File: config.mk
export PLATFORM = sky130hd
export DESIGN_NAME = ysyx_23060096_fetch_ctrl
export DESIGN_NICKNAME = d
export VERILOG_FILES = /design/src/rtl/ysyx_23060096_fetch_ctrl.sv
export SDC_FILE = /design/constraint.sdc
export NUM_CORES = 1
export LEC_CHECK = 0
export ABC_AREA = 1
export BUFFER_PORTS_ARGS = -buffer_cell sky130_fd_sc_hd__buf_2
export CELL_PAD_IN_SITES_DETAIL_PLACEMENT = 1
export CELL_PAD_IN_SITES_GLOBAL_PLACEMENT = 1
export CORE_MARGIN = 2
export CORE_UTILIZATION = 36
export DETAILED_ROUTE_END_ITERATION = 12
export PLACE_DENSITY = 0.78
export SLEW_MARGIN = 20
export SYNTH_ARGS = -nofsm -noshare
export SYNTH_HDL_FRONTEND = slang
export SYNTH_SLANG_ARGS = --single-unit
File: constraint.sdc
create_clock -name clk -period 1.8 [get_ports clk]
set_input_delay 0.09 -clock clk [delete_from_list [all_inputs] [get_ports clk]]
set_output_delay 0.09 -clock clk [all_outputs]
set_load 0.03 [all_outputs]
File: src/rtl/ysyx_23060096_fetch_ctrl.sv
// rtl/ysyx_23060096_fetch_ctrl.sv - instruction-fetch sequencer: PC owner, imem request/response, decode handshake
module ysyx_23060096_fetch_ctrl #(
  parameter logic [31:0] RESET_PC = 32'h8000_0000,
  parameter logic [31:0] PC_STEP  = 32'd4
) (
  input  logic        clk,
  input  logic        rst_n,
  input  logic        fetch_en,
  input  logic        redirect_valid,
  input  logic [31:0] redirect_pc,
  output logic        imem_req_valid,
  input  logic        imem_req_ready,
  output logic [31:0] imem_req_addr,
  input  logic        imem_rsp_valid,
  input  logic [31:0] imem_rsp_data,
  output logic        out_valid,
  input  logic        out_ready,
  output logic [31:0] out_pc,
  output logic [31:0] out_inst,
  output logic        misalign_err,
  output logic [31:0] inst_cnt
);

  typedef enum logic [1:0] {IDLE, REQ, WAIT, OUT} state_e;

  state_e      state_q, state_d, resume_state;
  logic [31:0] pc_q, pc_d;
  logic        drop_q, drop_d;
  logic [31:0] out_pc_q, out_pc_d;
  logic [31:0] out_inst_q, out_inst_d;
  logic [31:0] inst_cnt_q, inst_cnt_d;
  logic        misalign_q, misalign_d;

  always_comb begin
    state_d      = state_q;
    pc_d         = pc_q;
    drop_d       = drop_q;
    out_pc_d     = out_pc_q;
    out_inst_d   = out_inst_q;
    inst_cnt_d   = inst_cnt_q;
    misalign_d   = redirect_valid && (redirect_pc[1:0] != 2'b00);
    resume_state = fetch_en ? REQ : IDLE;

    case (state_q)
      IDLE: begin
        if (fetch_en) state_d = REQ;
      end
      REQ: begin
        // An accepted request must still be drained even if a redirect arrives now.
        if (imem_req_ready) begin
          state_d = WAIT;
          drop_d  = redirect_valid;
        end else if (!fetch_en) begin
          state_d = IDLE;
        end
      end
      WAIT: begin
        if (imem_rsp_valid) begin
          if (drop_q || redirect_valid) begin
            drop_d  = 1'b0;
            state_d = resume_state;
          end else begin
            out_pc_d   = pc_q;
            out_inst_d = imem_rsp_data;
            state_d    = OUT;
          end
        end else if (redirect_valid) begin
          drop_d = 1'b1;
        end
      end
      OUT: begin
        if (out_ready) begin
          inst_cnt_d = inst_cnt_q + 32'd1;
          pc_d       = pc_q + PC_STEP;
          state_d    = resume_state;
        end else if (redirect_valid) begin
          state_d = resume_state;
        end
      end
      default: state_d = IDLE;
    endcase

    if (redirect_valid) pc_d = {redirect_pc[31:2], 2'b00};
  end

  always_ff @(posedge clk or negedge rst_n) begin
    if (!rst_n) begin
      state_q    <= IDLE;
      pc_q       <= RESET_PC;
      drop_q     <= 1'b0;
      out_pc_q   <= '0;
      out_inst_q <= '0;
      inst_cnt_q <= '0;
      misalign_q <= 1'b0;
    end else begin
      state_q    <= state_d;
      pc_q       <= pc_d;
      drop_q     <= drop_d;
      out_pc_q   <= out_pc_d;
      out_inst_q <= out_inst_d;
      inst_cnt_q <= inst_cnt_d;
      misalign_q <= misalign_d;
    end
  end

  assign imem_req_valid = (state_q == REQ);
  assign imem_req_addr  = pc_q;
  assign out_valid      = (state_q == OUT);
  assign out_pc         = out_pc_q;
  assign out_inst       = out_inst_q;
  assign misalign_err   = misalign_q;
  assign inst_cnt       = inst_cnt_q;

endmodule

---- Yosys cells after proc, flatten, opt, wreduce, memory -nomap -nowiden ----
Cells that the tools add are included.
word-level totals
  logic and storage cells ................. 49
  output and inout port bits .............. 131
  flip-flop bits (word level) ............. 132
cells by class
  add/sub/neg operators ................... 2
  bitwise gates (word level) .............. 1
  equal/unequal tests ..................... 10
  mux-type cells .......................... 17
  reduce and logical (&&, ||, !) cells .... 12
operators by type and width
  kind                   count
  $mux 32                3
  $add 32x1->32 const B  1
  $add 32x3->32 const B  1
  $mux 2                 7
  $pmux 2 s4             1
  $reduce_and 4->1       2
  $reduce_bool 2->1      4
  $ne 3x2->1 const B     2
  $ne 3x3->1 const B     2
  $mux 1                 5
  $eq 2x2->1 const B     2
  $ne 2x2->1 const B     2
  $reduce_and 2->1       2
  $reduce_and 3->1       1
  $eq 2x1->1 const B     1
  $logic_not 2->1        1
  $ne 2x1->1 const B     1
  $pmux 1 s2             1
  $logic_and 1x1->1      1
  $logic_or 1x1->1       1
  $not 1->1              1

---- Longest topological paths before layout ----
  depth after elaboration ................. 4
  gate-level depth with buffers ........... 10
  mapped depth without buffers ............ 10

---- Least setup slack after synthesis ----
Ideal clock, no wire load.
  path type ............................... reg2reg
  start ................................... register pc_q[3] (netlist: imem_req_addr[3])
  end ..................................... register pc_q[26] (netlist: imem_req_addr[26])
  slack ................................... 129 ps
  setup time .............................. 118 ps
  cell stages (with the launch flop) ...... 9
  period minus slack after synthesis ...... 1,671 ps
  arrival time ............................ 1,554 ps
  cells stage by stage .................... dfrtp_1 -> ha_1 -> nand2_1 -> nor2_1 -> nand2_1 -> nor2_1 -> nand3_1 -> nand3_1 -> nand2_1
on the way
  word-level cells in the longest chain between the ends .. 4
ends and longest elaborated chain
  what                    RTL line  text
  from (decl)             27        logic [31:0] pc_q, pc_d;
  from (signal assigned)  97        pc_q <= pc_d;
  $add 32x3->32           74        pc_d = pc_q + PC_STEP;
  $mux 32                 72        if (out_ready) begin
  $mux 32                 44        case (state_q)
  $mux 32                 83        if (redirect_valid) pc_d = {redirect_pc[31:2], 2'b00};
Every way passes these cells. The select of a mux whose other input is x is not followed.
A chain may end at the register's enable or synchronous reset.

---- Final worst setup path ----
  start ................................... register pc_q[5] (netlist: imem_req_addr[5])
  end ..................................... register pc_q[27] (netlist: imem_req_addr[27])
The elaborated chain is that of the path after synthesis.

==> results.md <==
CTS:
- The number of clock buffers added by TritonCTS is 17.
- The number of levels in the clock H-tree is 4.
- The clock tree from TritonCTS is built.
- The number of buffers added for setup after CTS is 0.
- After clock tree synthesis, the clock-pin slew on the worst setup and hold paths is approximately 60 ps.
- The maximum clock insertion buffer count is 2.
- The clock insertion delay at the later pin of the skew report is between 400 and 500 ps.
- The cell at the root of the clock tree is sky130_fd_sc_hd__clkbuf_16.
- The clock drives between 100 and 150 sinks.

Final layout:
- The total of fill cells in the finished design is 2290.
- The share of cells above drive strength 1 is between 20 and 25%.
- The finished cells cover between 9000 and 10000 sq um.
- The post-layout net count is roughly 1200.
- The area growth from synthesis to layout is 39.7%.

Routing:
- The detailed router finished its first iteration with between 300 and 400 violations.
- For this block, the routed nets add up to about 23 mm of wire.
- The number of detailed-routing iterations run before antenna repair is 4.
- The average detailed-routed wire length per instance is between 15 and 20 um.
- The detail-routed via count per cell is 4.91.
- The DRC violation count after routing is 0.
- The routed layout has roughly 6900 vias.
- The remaining antenna violation count is 0.

Worst hold path:
- In this run the worst hold path is classified as input pin to flip-flop.

Logic synthesis:
- The proportion of netlist area held by the largest area contributor is ~49%.
- The count of synthesis-stage warnings from yosys is 0.
- The portion of synthesized area spent on multiplexers is 0%.
- The number of distinct library cells after synthesis is 32.
- The synthesized design contains 128 register bits.
- The cell count after synthesis is around 900.
- The synthesized netlist devotes ~3.2% of its cell area to XOR and XNOR gates.
- By area, the combinational part of the netlist is dominated by simple AND/OR/NAND/NOR gates.
- The area share of and/or/nand/nor cells after synthesis is about a third.
- By area the synthesized netlist is led by sky130_fd_sc_hd__dfrtp_1 (49%), sky130_fd_sc_hd__nand2_1 (19%), sky130_fd_sc_hd__nand3_1 (6.8%).
- Summing the areas of all compound-gate instances in the mapped netlist gives 6.64% of the synthesized area.
- The synthesized netlist occupies a cell area of about 6500 sq um.
- A synthesized cell averages between 7 and 8 sq um.
- Summing the areas of all fa, ha and maj instances in the mapped netlist gives 0.383% of the synthesized area.
- The biggest area contributor in the post-synthesis netlist is sky130_fd_sc_hd__dfrtp_1.
- The sequential-to-total area share from yosys stat is between 40% and 50%.

Placed design:
- The placed instances occupy a cell area of 7950 sq um.
- The detailed placement HPWL is approximately 16 mm.
- The global placer's final weighted congestion is 0.845.
- OpenSTA, run right after detailed placement, puts the worst setup slack at between 3 and 4 ps.
- Buffers placed on the I/O ports in this run total 197.

Global route:
- The maximum number of pins on one net before global-route repair is 67.
- The first-pass GRT wire length is 37.8 mm.
- The number of global-route vias before repair is between 7000 and 8000.
- After global routing the overflow that remains totals 0.
- The aggregate global-route resource usage is 24.4%.
- The initial antenna violation count came to 2.

Timing:
- The worst path uses between 90 and 100% of the clock period.
- The worst clock skew is ~10 ps.
- The routed design could run at a clock period as short as 1670 ps.
- The post-route worst setup slack is 127 ps.
- Setup repair after global routing could not meet its margin everywhere.
- Timing would allow up to approximately 600 MHz.
- The count of pins over their slew limit is 0.
- The hold violation total from the final report came to 0.
- The final number of setup-violating endpoints is 0.

Power:
- For this design the static power due to leakage is around 4.7 nW.
- The maximum vdd drop is about 0.80 mV.
- Power spread over the standard cell area amounts to roughly 1300 nW/um^2.

Critical path:
- The sum of buffers and inverters on the critical path is 0.
- STA classifies the critical path startpoint as a flip-flop.
- For the worst setup path, the data arrival time is 2030 ps.
- The cell type group with the largest total delay on the critical path is simple AND/OR/NAND/NOR gates.
- Walking the worst path, the cells encountered are nand2_1 > nor2_1 > nand2_1 > nor2_1 > nand2_1 > nand2_1 > nand3_1 > nand2_1.
- The kind of capture point of the worst setup path is a flip-flop.
- The most used cell along the critical path is sky130_fd_sc_hd__nand2_1.
- The worst-path cell with the longest stage delay is sky130_fd_sc_hd__dfrtp_1.
- For this run, the slowest stage of the critical path takes 440 ps.
- Of all nets on the critical path, the largest fanout is 6.
- The critical path class is flip-flop to flip-flop.
- STA puts the critical path data required time at 2160 ps.

Floorplanning:
- The core region is about 18000 sq um.
- The die covers roughly 19000 sq um.
- The number of rows in the core area is 49.
- between 200 and 250 I/O pins were placed.
- The y dimension of the die is between 100 and 150 um.
- The horizontal extent of the die is between 100 and 150 um.
- For this configuration, the core starts out at a cell density of a little over a third.

Outcome:
- The flow ran to the end, and the final reports show no timing, DRC or antenna violations.

Job:
- The count of max-cap constraint violations is 0.
## timing repair
item | 4_1_cts | 5_1_grt
endpoints found under the setup margin | 2 | 11
hold buffers | 59 | 0
resized for setup | 1 | 8
endpoints found under the hold margin | 185 | 0
## synth_stat cells
cell	instances
sky130_fd_sc_hd__and2_1	3
sky130_fd_sc_hd__conb_1	1
sky130_fd_sc_hd__or2_2	2
sky130_fd_sc_hd__nand3_2	1
sky130_fd_sc_hd__nand2_2	1
sky130_fd_sc_hd__nand3b_1	2
sky130_fd_sc_hd__o21bai_1	4
sky130_fd_sc_hd__a31oi_1	1
sky130_fd_sc_hd__nor3_4	1
sky130_fd_sc_hd__inv_2	1
sky130_fd_sc_hd__nor2_1	94
sky130_fd_sc_hd__buf_4	5
sky130_fd_sc_hd__nor3_1	2
sky130_fd_sc_hd__nand3_1	89
sky130_fd_sc_hd__nand2_1	338
sky130_fd_sc_hd__o21ai_0	34
sky130_fd_sc_hd__dfstp_2	1
sky130_fd_sc_hd__nor2_4	1
sky130_fd_sc_hd__inv_1	81
sky130_fd_sc_hd__o21ai_1	28
sky130_fd_sc_hd__xnor2_1	11
sky130_fd_sc_hd__buf_1	1
sky130_fd_sc_hd__clkbuf_1	14
sky130_fd_sc_hd__nor2_2	2
sky130_fd_sc_hd__o211ai_1	4
sky130_fd_sc_hd__o221ai_1	2
sky130_fd_sc_hd__nand4_1	5
sky130_fd_sc_hd__dfrtp_1	127
sky130_fd_sc_hd__a21oi_1	8
sky130_fd_sc_hd__ha_1	2
sky130_fd_sc_hd__xor2_1	13
sky130_fd_sc_hd__buf_2	10
## where the power goes
part / internal, mW / total [mW] / switching (mW) / leakage (nW)
Sequential: 3.71 / 4.33 / 0.617 / 1.63
Clock: 2.03 / 3.34 / 1.31 / 0.259
Combinational: 1.37 / 4.65 / 3.28 / 2.77
## stage by stage
step,total power [mW],hold slack [ps],TNS (ps),util (%),cells
global placement,8.73,119,0,44.4,1314
floorplan,7.20,-206,0,-,892
global route,13.0,26.2,-74.5,51.0,1406
CTS,12.4,9.27,0,50.8,1405
finish,12.3,19.4,0,51.0,1407
detailed placement,8.86,113,0,44.4,1314
## layer usage
layer | up-vias | share of wire (%) | global-route usage, %
met2 | 169 | 49 | 41.6
met3 | 46 | 4.4 | 5.42
met4 | 2 | 2.8 | 8.83
met1 | 3360 | 44 | 30.5
met5 | - | 0.052 | 0
li1 | 3338 | - | -
## registers in the layout, summed over array words and instances, names as in the netlist
signal,count
imem_req_addr,30
misalign_err,1
inst_cnt,32
drop_q,1
out_inst,32
out_pc,30
state_q,2
## worst reg2reg max path: cells and delay by family, from the launching register on
kind	cells	cell delay, ps
flip-flops	1	440
AND/OR/NAND/NOR	8	1200
## worst paths after layout
| kind | cells past startpoint | to | from | slack (ps) |
|---|---|---|---|---|
| worst min-delay path | 3 | out_pc[3] | imem_rsp_valid | 20 |
| worst max register to register | 8 | imem_req_addr[27] | imem_req_addr[5] | 130 |
| worst max-delay path | 8 | imem_req_addr[27] | imem_req_addr[5] | 130 |
| max in group asynchronous | 3 | inst_cnt[0] | rst_n | 1210 |
| worst min register to register | 2 | out_inst[25] | out_inst[25] | 470 |
| min in group asynchronous | 3 | out_pc[9] | rst_n | 250 |
## layout make-up
cell class                      instances  area (sq um)  share of cell area (%)
Timing Repair Buffer                  282          1840                    20.1
Tap cell                              229           287                    3.14
Clock buffer                           21           440                    4.82
Clock inverter                         11           118                    1.29
Multi-Input combinational cell        652          2940                    32.1
Antenna cell                            2          5.00                  0.0548
Inverter                               82           308                    3.37
Sequential cell                       128          3200                    35.1
## cell usage in the layout, fill, tap and decap left out, types with 8 or more instances in the layout
master and n:
sky130_fd_sc_hd__a21oi_1 8, sky130_fd_sc_hd__buf_2 196, sky130_fd_sc_hd__buf_4 21, sky130_fd_sc_hd__clkbuf_16 17, sky130_fd_sc_hd__dfrtp_1 127, sky130_fd_sc_hd__dlygate4sd3_1 59
sky130_fd_sc_hd__inv_1 81, sky130_fd_sc_hd__nand2_1 338, sky130_fd_sc_hd__nand3_1 89, sky130_fd_sc_hd__nor2_1 89, sky130_fd_sc_hd__o21ai_0 34, sky130_fd_sc_hd__o21ai_1 28
sky130_fd_sc_hd__xnor2_1 11, sky130_fd_sc_hd__xor2_1 13
## kinds of logic after synthesis
kind of cell	after synthesis
flip-flops	128
AO/OA/AOI/OAI	81
XOR/XNOR	24
buffers and inverters	112
AND/OR/NAND/NOR	541
other	1
adder cells (fa/ha/maj)	2
(Power assumes the default switching activity.)
